===== config.mk =====
export PLATFORM = sky130hd
export DESIGN_NAME = e_stage_reg_p_flat
export DESIGN_NICKNAME = d
export VERILOG_FILES = /design/src/rtl/cpu_pkg.sv /design/src/rtl/e_stage_reg_p_if.sv /design/src/rtl/pipe_field_reg.sv /design/src/rtl/e_stage_reg_p.sv /design/src/flat_wrapper.sv
export SDC_FILE = /design/constraint.sdc
export NUM_CORES = 1
export LEC_CHECK = 0
export ABC_AREA = 1
export BUFFER_PORTS_ARGS = -buffer_cell sky130_fd_sc_hd__buf_4
export CAP_MARGIN = 10
export CORE_MARGIN = 8
export CORE_UTILIZATION = 34
export CTS_CLUSTER_DIAMETER = 50
export DETAILED_ROUTE_END_ITERATION = 12
export HOLD_SLACK_MARGIN = 0.12
export PLACE_DENSITY = 0.67
export SLEW_MARGIN = 40
export SYNTH_ARGS = -nofsm -noshare
export SYNTH_HDL_FRONTEND = slang
export SYNTH_SLANG_ARGS = --single-unit

===== constraint.sdc =====
create_clock -name clk -period 3.6 [get_ports clk]
set_clock_uncertainty 0.1 [all_clocks]
set_input_delay 0 -clock clk [delete_from_list [all_inputs] [get_ports clk]]
set_output_delay 0 -clock clk [all_outputs]
set_load 0.005 [all_outputs]

===== src/rtl/cpu_pkg.sv =====
// cpu_pkg: shared constants, action decode and operand packing helpers for the D->E stage register.
package cpu_pkg;
    localparam logic [31:0] NOP_INSTR    = 32'h0000_0000;
    localparam int          EXC_NONE     = 0;
    localparam logic [31:0] RESET_PC_DEF = 32'h0000_3000;
    localparam logic [31:0] FLUSH_PC_DEF = 32'h0000_4180;

    typedef enum logic [1:0] {ACT_LOAD, ACT_STALL, ACT_HOLD, ACT_FLUSH} act_e;

    // Strict priority: flush > hold > stall > load.
    function automatic act_e act_of(input logic flush, input logic hold, input logic stall);
        return flush ? ACT_FLUSH : hold ? ACT_HOLD : stall ? ACT_STALL : ACT_LOAD;
    endfunction

    function automatic int a_off(input int k, input int raddr_w);
        return k * raddr_w;
    endfunction

    function automatic int v_off(input int k, input int data_w);
        return k * data_w;
    endfunction
endpackage


===== src/rtl/e_stage_reg_p_if.sv =====
// e_stage_reg_p_if: D-side bundle, control events and E-side bundle of the D->E register.
//   master: drives stall/hold/flush and D_*, observes E_* and stall_cnt.
//   slave : the stage register itself.
interface e_stage_reg_p_if #(
    parameter int DATA_W  = 32,
    parameter int RADDR_W = 5,
    parameter int NUM_SRC = 2,
    parameter int EXC_W   = 5,
    parameter int CNT_W   = 16
);
    logic                       stall;
    logic                       hold;
    logic                       flush;
    logic                       D_valid;
    logic [DATA_W-1:0]          D_instr;
    logic [NUM_SRC*RADDR_W-1:0] D_A;
    logic [NUM_SRC*DATA_W-1:0]  D_V;
    logic [RADDR_W-1:0]         D_A3;
    logic [DATA_W-1:0]          D_pc;
    logic [DATA_W-1:0]          D_E32;
    logic                       D_bd;
    logic [EXC_W-1:0]           D_exc;
    logic                       E_valid;
    logic [DATA_W-1:0]          E_instr;
    logic [NUM_SRC*RADDR_W-1:0] E_A;
    logic [NUM_SRC*DATA_W-1:0]  E_V;
    logic [RADDR_W-1:0]         E_A3;
    logic [DATA_W-1:0]          E_pc;
    logic [DATA_W-1:0]          E_pc8;
    logic [DATA_W-1:0]          E_E32;
    logic                       E_bd;
    logic [EXC_W-1:0]           E_exc;
    logic [CNT_W-1:0]           stall_cnt;

    modport master (
        output stall, hold, flush, D_valid, D_instr, D_A, D_V, D_A3, D_pc, D_E32, D_bd, D_exc,
        input  E_valid, E_instr, E_A, E_V, E_A3, E_pc, E_pc8, E_E32, E_bd, E_exc, stall_cnt
    );
    modport slave (
        input  stall, hold, flush, D_valid, D_instr, D_A, D_V, D_A3, D_pc, D_E32, D_bd, D_exc,
        output E_valid, E_instr, E_A, E_V, E_A3, E_pc, E_pc8, E_E32, E_bd, E_exc, stall_cnt
    );
endinterface


===== src/rtl/pipe_field_reg.sv =====
// pipe_field_reg: one pipeline field register with async active-low reset, clear-to-value, load and hold.
//   clk, reset (active-low async), i_clr (load i_clr_val, wins), i_ld (load i_d), o_q (held otherwise).
module pipe_field_reg #(
    parameter int             W       = 1,
    parameter logic [W-1:0]   RST_VAL = '0
) (
    input  logic         clk,
    input  logic         reset,
    input  logic         i_ld,
    input  logic         i_clr,
    input  logic [W-1:0] i_clr_val,
    input  logic [W-1:0] i_d,
    output logic [W-1:0] o_q
);
    logic [W-1:0] r_q;

    always_ff @(posedge clk or negedge reset)
        if (!reset) r_q <= RST_VAL;
        else if (i_clr) r_q <= i_clr_val;
        else if (i_ld) r_q <= i_d;

    assign o_q = r_q;
endmodule


===== src/rtl/e_stage_reg_p.sv =====
// e_stage_reg_p: parametrised D->E pipeline register with flush/hold/stall control and a saturating stall counter.
//   clk, reset (active-low async), bus (slave modport: D_* in, control in, E_* and stall_cnt out).
module e_stage_reg_p
    import cpu_pkg::*;
#(
    parameter int                DATA_W   = 32,
    parameter int                RADDR_W  = 5,
    parameter int                NUM_SRC  = 2,
    parameter int                EXC_W    = 5,
    parameter int                CNT_W    = 16,
    parameter logic [DATA_W-1:0] RESET_PC = DATA_W'(RESET_PC_DEF),
    parameter logic [DATA_W-1:0] FLUSH_PC = DATA_W'(FLUSH_PC_DEF)
) (
    input  logic          clk,
    input  logic          reset,
    e_stage_reg_p_if.slave bus
);
    act_e                       w_act;
    logic                       w_flush;
    logic                       w_load;
    logic                       w_bubble;
    logic                       w_capture_pc;
    logic [NUM_SRC*RADDR_W-1:0] w_e_a;
    logic [NUM_SRC*DATA_W-1:0]  w_e_v;
    logic [CNT_W-1:0]           r_stall_cnt;

    assign w_act        = act_of(bus.flush, bus.hold, bus.stall);
    assign w_flush      = w_act == ACT_FLUSH;
    assign w_load       = w_act == ACT_LOAD;
    assign w_bubble     = w_flush || w_act == ACT_STALL;
    // pc and bd survive a stall bubble so CP0 still sees the stalled instruction's pc.
    assign w_capture_pc = w_load || w_act == ACT_STALL;

    pipe_field_reg #(.W(1), .RST_VAL(1'b0)) u_valid (
        .clk(clk), .reset(reset), .i_ld(w_load), .i_clr(w_bubble), .i_clr_val(1'b0),
        .i_d(bus.D_valid), .o_q(bus.E_valid)
    );

    // Invalid instructions enter as NOP with A3=0 so nothing downstream writes or forwards.
    pipe_field_reg #(.W(DATA_W), .RST_VAL('0)) u_instr (
        .clk(clk), .reset(reset), .i_ld(w_load), .i_clr(w_bubble), .i_clr_val(DATA_W'(NOP_INSTR)),
        .i_d(bus.D_valid ? bus.D_instr : DATA_W'(NOP_INSTR)), .o_q(bus.E_instr)
    );

    pipe_field_reg #(.W(RADDR_W), .RST_VAL('0)) u_a3 (
        .clk(clk), .reset(reset), .i_ld(w_load), .i_clr(w_bubble), .i_clr_val('0),
        .i_d(bus.D_valid ? bus.D_A3 : '0), .o_q(bus.E_A3)
    );

    pipe_field_reg #(.W(DATA_W), .RST_VAL('0)) u_e32 (
        .clk(clk), .reset(reset), .i_ld(w_load), .i_clr(w_bubble), .i_clr_val('0),
        .i_d(bus.D_E32), .o_q(bus.E_E32)
    );

    pipe_field_reg #(.W(EXC_W), .RST_VAL(EXC_W'(EXC_NONE))) u_exc (
        .clk(clk), .reset(reset), .i_ld(w_load), .i_clr(w_bubble), .i_clr_val(EXC_W'(EXC_NONE)),
        .i_d(bus.D_exc), .o_q(bus.E_exc)
    );

    pipe_field_reg #(.W(1), .RST_VAL(1'b0)) u_bd (
        .clk(clk), .reset(reset), .i_ld(w_capture_pc), .i_clr(w_flush), .i_clr_val(1'b0),
        .i_d(bus.D_bd), .o_q(bus.E_bd)
    );

    pipe_field_reg #(.W(DATA_W), .RST_VAL(RESET_PC)) u_pc (
        .clk(clk), .reset(reset), .i_ld(w_capture_pc), .i_clr(w_flush), .i_clr_val(FLUSH_PC),
        .i_d(bus.D_pc), .o_q(bus.E_pc)
    );

    // pc+8 is registered alongside pc so E never carries an adder on its output.
    pipe_field_reg #(.W(DATA_W), .RST_VAL(RESET_PC + DATA_W'(8))) u_pc8 (
        .clk(clk), .reset(reset), .i_ld(w_capture_pc), .i_clr(w_flush),
        .i_clr_val(FLUSH_PC + DATA_W'(8)), .i_d(bus.D_pc + DATA_W'(8)), .o_q(bus.E_pc8)
    );

    for (genvar k = 0; k < NUM_SRC; k++) begin : g_src
        pipe_field_reg #(.W(RADDR_W), .RST_VAL('0)) u_a (
            .clk(clk), .reset(reset), .i_ld(w_load), .i_clr(w_bubble), .i_clr_val('0),
            .i_d(bus.D_A[a_off(k, RADDR_W) +: RADDR_W]), .o_q(w_e_a[a_off(k, RADDR_W) +: RADDR_W])
        );
        pipe_field_reg #(.W(DATA_W), .RST_VAL('0)) u_v (
            .clk(clk), .reset(reset), .i_ld(w_load), .i_clr(w_bubble), .i_clr_val('0),
            .i_d(bus.D_V[v_off(k, DATA_W) +: DATA_W]), .o_q(w_e_v[v_off(k, DATA_W) +: DATA_W])
        );
    end

    assign bus.E_A = w_e_a;
    assign bus.E_V = w_e_v;

    // Counts effective stall edges only; saturates instead of wrapping.
    always_ff @(posedge clk or negedge reset)
        if (!reset) r_stall_cnt <= '0;
        else if (w_act == ACT_STALL && !(&r_stall_cnt)) r_stall_cnt <= r_stall_cnt + 1'b1;

    assign bus.stall_cnt = r_stall_cnt;
endmodule


===== src/flat_wrapper.sv =====
// flat-port wrapper written by rule: the top's interface ports become plain ports
module e_stage_reg_p_flat import cpu_pkg::*;
#(
    parameter int                DATA_W   = 32,
    parameter int                RADDR_W  = 5,
    parameter int                NUM_SRC  = 2,
    parameter int                EXC_W    = 5,
    parameter int                CNT_W    = 16,
    parameter logic [DATA_W-1:0] RESET_PC = DATA_W'(RESET_PC_DEF),
    parameter logic [DATA_W-1:0] FLUSH_PC = DATA_W'(FLUSH_PC_DEF)
)
  (clk, reset, bus_stall, bus_hold, bus_flush, bus_D_valid, bus_D_instr, bus_D_A, bus_D_V, bus_D_A3, bus_D_pc, bus_D_E32, bus_D_bd, bus_D_exc, bus_E_valid, bus_E_instr, bus_E_A, bus_E_V, bus_E_A3, bus_E_pc, bus_E_pc8, bus_E_E32, bus_E_bd, bus_E_exc, bus_stall_cnt);
  e_stage_reg_p_if #(.DATA_W(DATA_W), .RADDR_W(RADDR_W), .NUM_SRC(NUM_SRC), .EXC_W(EXC_W), .CNT_W(CNT_W)) bus_i ();
  input  logic clk;
  input  logic reset;
  input wire logic [$bits(bus_i.stall)-1:0] bus_stall;
  input wire logic [$bits(bus_i.hold)-1:0] bus_hold;
  input wire logic [$bits(bus_i.flush)-1:0] bus_flush;
  input wire logic [$bits(bus_i.D_valid)-1:0] bus_D_valid;
  input wire logic [$bits(bus_i.D_instr)-1:0] bus_D_instr;
  input wire logic [$bits(bus_i.D_A)-1:0] bus_D_A;
  input wire logic [$bits(bus_i.D_V)-1:0] bus_D_V;
  input wire logic [$bits(bus_i.D_A3)-1:0] bus_D_A3;
  input wire logic [$bits(bus_i.D_pc)-1:0] bus_D_pc;
  input wire logic [$bits(bus_i.D_E32)-1:0] bus_D_E32;
  input wire logic [$bits(bus_i.D_bd)-1:0] bus_D_bd;
  input wire logic [$bits(bus_i.D_exc)-1:0] bus_D_exc;
  output wire logic [$bits(bus_i.E_valid)-1:0] bus_E_valid;
  output wire logic [$bits(bus_i.E_instr)-1:0] bus_E_instr;
  output wire logic [$bits(bus_i.E_A)-1:0] bus_E_A;
  output wire logic [$bits(bus_i.E_V)-1:0] bus_E_V;
  output wire logic [$bits(bus_i.E_A3)-1:0] bus_E_A3;
  output wire logic [$bits(bus_i.E_pc)-1:0] bus_E_pc;
  output wire logic [$bits(bus_i.E_pc8)-1:0] bus_E_pc8;
  output wire logic [$bits(bus_i.E_E32)-1:0] bus_E_E32;
  output wire logic [$bits(bus_i.E_bd)-1:0] bus_E_bd;
  output wire logic [$bits(bus_i.E_exc)-1:0] bus_E_exc;
  output wire logic [$bits(bus_i.stall_cnt)-1:0] bus_stall_cnt;
  assign bus_i.stall = bus_stall;
  assign bus_i.hold = bus_hold;
  assign bus_i.flush = bus_flush;
  assign bus_i.D_valid = bus_D_valid;
  assign bus_i.D_instr = bus_D_instr;
  assign bus_i.D_A = bus_D_A;
  assign bus_i.D_V = bus_D_V;
  assign bus_i.D_A3 = bus_D_A3;
  assign bus_i.D_pc = bus_D_pc;
  assign bus_i.D_E32 = bus_D_E32;
  assign bus_i.D_bd = bus_D_bd;
  assign bus_i.D_exc = bus_D_exc;
  assign bus_E_valid = bus_i.E_valid;
  assign bus_E_instr = bus_i.E_instr;
  assign bus_E_A = bus_i.E_A;
  assign bus_E_V = bus_i.E_V;
  assign bus_E_A3 = bus_i.E_A3;
  assign bus_E_pc = bus_i.E_pc;
  assign bus_E_pc8 = bus_i.E_pc8;
  assign bus_E_E32 = bus_i.E_E32;
  assign bus_E_bd = bus_i.E_bd;
  assign bus_E_exc = bus_i.E_exc;
  assign bus_stall_cnt = bus_i.stall_cnt;
  e_stage_reg_p #(.DATA_W(DATA_W), .RADDR_W(RADDR_W), .NUM_SRC(NUM_SRC), .EXC_W(EXC_W), .CNT_W(CNT_W), .RESET_PC(RESET_PC), .FLUSH_PC(FLUSH_PC)) u_core (.clk(clk), .reset(reset), .bus(bus_i));
endmodule

==> flow_metrics.tcl, run 1 <==
set metrics [dict create \
    outcome "aborted with a tool error" \
    haltStage "clock tree synthesis" \
    tool.error "[ERROR RSZ-0060] Max buffer count reached." \
    cts.sinks 227 \
    die_w_um 181 \
    syn_inst 847 \
    ctsResizeCount 0 \
    async_flop_share_pct 100 \
    ys_seq_area_share_pct 61.5 \
    yosysMostFrequentCell "dfrtp_1" \
    dp_hpwl_mm 25.2 \
    synthTopCellsByArea "dfrtp_1 (60%), a22o_1 (11%), nand2_1 (7.2%)" \
    h-tree-depth 1 \
    synth_top_family_by_area "compound AO/OA/AOI/OAI gates" \
    io_pins 417 \
    yosysTopAreaCellShare_pct 60.1 \
    place_congestion 0.904 \
    synthSimpleGateAreaFrac_pct 14.1 \
    numCtsBuffers 30 \
    syn_nets 1036 \
    synth_seq_cells 227 \
    portBuffers 416 \
    synth_top_cell_by_area "dfrtp_1" \
    place_ws_ns 1.34 \
    yosys.area_share.adder_pct 0.271 \
    die_h_um 181 \
    row_count 60 \
    synthFlopType "dfrtp_1" \
    synth_warnings 0 \
    initial_utilization_pct 34.5 \
    cts-root-buf "clkbuf_16" \
    synth_edf_count 0 \
    synth-xor-area-share_pct 1.14 \
    synth_area_um2 9250 \
    synthMuxAreaShare_pct 0 \
    syn-mean-instance-area_um2 10.9 \
    postCtsHoldBufs 326 \
    ys_top_cells_by_count "dfrtp_1 (222), nand2_1 (178), a22o_1 (120)" \
    cts_buffer_depth 3 \
    synth-compound-area-share_pct 17.9 \
    yosysUniqueCellTypes 33 \
    postCtsSetupRepairBufs 0 \
]
-- cell families after synthesis --
| kind of cell | after synthesis |
|---|---|
| and+or+nand+nor | 309 |
| DFF | 227 |
| AOI/OAI and AO/OA | 199 |
| buffers and inverters | 98 |
| xor gates and xnor gates | 12 |
| adders and majority gates | 2 |
-- through the flow --
step	cell area (um^2)	utilization (%)	std cells	hold WS (ns)
after global placement	12600	47.2	1560	-0.00420
after detailed placement	12600	47.2	1560	-0.00986
after floorplan	9250	-	847	-0.396
==> run 2: changes to the inputs <==
--- a/config.mk
+++ b/config.mk
@@ -9,11 +9,9 @@
 export BUFFER_PORTS_ARGS = -buffer_cell sky130_fd_sc_hd__buf_4
 export CAP_MARGIN = 10
 export CORE_MARGIN = 8
-export CORE_UTILIZATION = 34
-export CTS_CLUSTER_DIAMETER = 50
+export CORE_UTILIZATION = 20
 export DETAILED_ROUTE_END_ITERATION = 12
-export HOLD_SLACK_MARGIN = 0.12
-export PLACE_DENSITY = 0.67
+export PLACE_DENSITY_LB_ADDON = 0.15
 export SLEW_MARGIN = 40
 export SYNTH_ARGS = -nofsm -noshare
 export SYNTH_HDL_FRONTEND = slang
==> run 2 against run 1 <==
  * The run now ends clean
  * Synthesized area unchanged
  * Synthesized cell count unchanged
==> flow_metrics.tcl, run 2 <==
set metrics [dict create \
    outcome "complete, no violations" \
    dr.pass1.iters 4 \
    drtIter0Drc 565 \
    worst_pin_slew_ns 0.969 \
    nets 1697 \
    avgViaCountPerCell 4.22 \
    cp_top_family "buffers and inverters" \
    cts_tree "done" \
    io_pins 417 \
    power_density_nw_per_um2 392 \
    cp_max_fo 5 \
    h-tree-depth 1 \
    syn_inst 847 \
    grt_max_degree 150 \
    grt_overflow 0 \
    grt_pass1_wl_mm 60.7 \
    core_um2 46100 \
    grt_pass1_vias 9759 \
    grt_use_total_pct 14.4 \
    place_congestion 0.792 \
    hold_viol_final 0 \
    cts.sinks 227 \
    synthFlopType "dfrtp_1" \
    die_area_um2 53400 \
    final_common_cell "buf_4" \
    crit_buf_inv 4 \
    syn_to_final_growth_pct 77.9 \
    syn-mean-instance-area_um2 10.9 \
    final_cell_mix "buf_4 (418), dlygate4sd3_1 (259), dfrtp_1 (222), nand2_1 (178), a22o_1 (120)" \
    row_count 79 \
    ys_top_cells_by_count "dfrtp_1 (222), nand2_1 (178), a22o_1 (120)" \
    crit_slowest_cell "dlygate4sd3_1" \
    crit_chain "dlygate4sd3_1 > buf_4 > ha_1 > nand2_1 > nor2_1 > nand2_1 > nor2_1 > nand2_1 > o21bai_1 > dlygate4sd3_1 > nand3_1 > dlygate4sd3_1" \
    async_flop_share_pct 100 \
    vias 9033 \
    synth_edf_count 0 \
    max_stage_delay_ns 0.57 \
    ir_worst_vdd_uv 290 \
    postCtsSetupRepairBufs 0 \
    slew_violations 0 \
    fmax_ghz 0.351 \
    cp_data_required_time_ns 3.94 \
    setup.worst_path.end_class "flip-flop" \
    period_share_pct 79.0 \
    synth_warnings 0 \
    finalSetupViolations 0 \
    ant_nets 0 \
    initial_utilization_pct 20.1 \
    hold_class "in -> reg" \
    synth_area_um2 9250 \
    yosysMostFrequentCell "dfrtp_1" \
    fin_setup_tns_ns 0 \
    crit_type "in -> reg" \
    worstPathArrival_ns 3.19 \
    largest_reg_flops 64 \
    drcViolationCount 0 \
    numCtsBuffers 29 \
    min_period_ns 2.85 \
    yosysTopAreaCellShare_pct 60.1 \
    start_kind "input port" \
    clock_insertion_delay_worst_skew_ns 0.55 \
    synth_top_cell_by_area "dfrtp_1" \
    cts_buffer_depth 3 \
    dp_hpwl_mm 27.1 \
    drive_above_1_share_pct 31.4 \
    ys_seq_area_share_pct 61.5 \
    grt_setup_unrepaired "false" \
    portBuffers 416 \
    p_leak_nw 8.18 \
    slew_headroom_pct 35.4 \
    die_w_um 231 \
    clk_pin_slew_ns 0.06 \
    stdcell_area_um2 16500 \
    syn_nets 1036 \
    wl_per_cell_um 18.6 \
    wl_mm 39.8 \
    synth_seq_cells 227 \
    synthTopCellsByArea "dfrtp_1 (60%), a22o_1 (11%), nand2_1 (7.2%)" \
    yosysUniqueCellTypes 33 \
    cts-root-buf "clkbuf_16" \
    die_h_um 231 \
    antenna_found_initial 1 \
    postPlaceCellArea_um2 13000 \
    max_cap_violations 0 \
]
==> run 2: cell counts after synthesis <==
No cell type changed its count.
==> run 2: cell type report <==
cell class,count,area (um^2)
fill,4680,29600
multi-input combinational,522,3110
sequential,227,5690
antenna,1,2.50
tap,607,759
timing repair buffer,684,5880
inverter,44,168
clock buffer,44,802
clock inverter,9,55.1
==> run 2: report_power, final <==
group          switching, W  total, W  internal [W]
logic              0.000430  0.000988      0.000558
clock network       0.00115   0.00269       0.00153
registers          0.000101   0.00278       0.00268
total               0.00169   0.00645       0.00476
==> run 2: worst paths after layout <==
check / start / endpoint / slack, ns / cells past startpoint
worst max-delay path: bus_D_pc[3] / u_core.u_pc8.o_q[25] / 0.75 / 12
worst min-delay path: bus_D_V[54] / u_core.g_src[1].u_v.o_q[22] / 0.1 / 3
worst max register to register: u_core.bus.stall_cnt[1] / u_core.bus.stall_cnt[9] / 1.74 / 8
worst min register to register: u_core.u_pc.o_q[13] / u_core.u_pc.o_q[13] / 0.38 / 2
max in group asynchronous: reset / u_core.u_pc8.o_q[3] / 2.46 / 4
min in group asynchronous: reset / u_core.u_pc.o_q[12] / 0.52 / 3
==> run 2: worst register-to-register path, cell delays in order (launching register included) <==
cell	delay, ns
dfrtp_1	0.41
ha_1	0.25
nand3_2	0.13
nor3_4	0.26
nand3_2	0.14
nand2_4	0.22
inv_4	0.12
nand2_1	0.09
nand2_1	0.05
==> run 2: per-stage QoR <==
step           hold WS (ns)  instances  worst slack (ns)  utilization (%)  total power (W)
4_1_cts              0.0359       2137             0.865             35.7          0.00659
3_5_place_dp         -0.139       1824              1.70             28.2          0.00361
5_1_grt              0.0783       2138             0.600             35.7          0.00678
3_3_place_gp         0.0476       1823              1.77             28.1          0.00361
2_1_floorplan        -0.396        847              1.92                -          0.00305
6_report             0.0995       2138             0.755             35.7          0.00645
==> run 2: kinds of logic (layout without fill, tap and decap cells) <==
kind of cell	after synthesis	after routing	share of synthesized area (%)
fa+ha+maj	2	2	0.270
xor+xnor	12	12	1.14
compound gates	199	199	17.9
other cells	0	1	0
simple gates	309	309	14.1
flops	227	227	61.5
buf+inv	98	781	5.11
==> run 2: routing by layer <==
layer	global-route usage [%]	share of wire, %	up-vias
met1	17.4	40	4394
li1	-	-	4299
met2	24.2	49	273
met4	5.03	3.7	0
met5	0	0	-
met3	4.22	6.9	67
==> run 2: timing repair <==
item | CTS | global route
endpoints found under the setup margin | 0 | 0
endpoints found under the hold margin | 453 | 0
hold buffers | 260 | 0
gates resized for setup | 0 | 0
(Power assumes the default switching activity.)
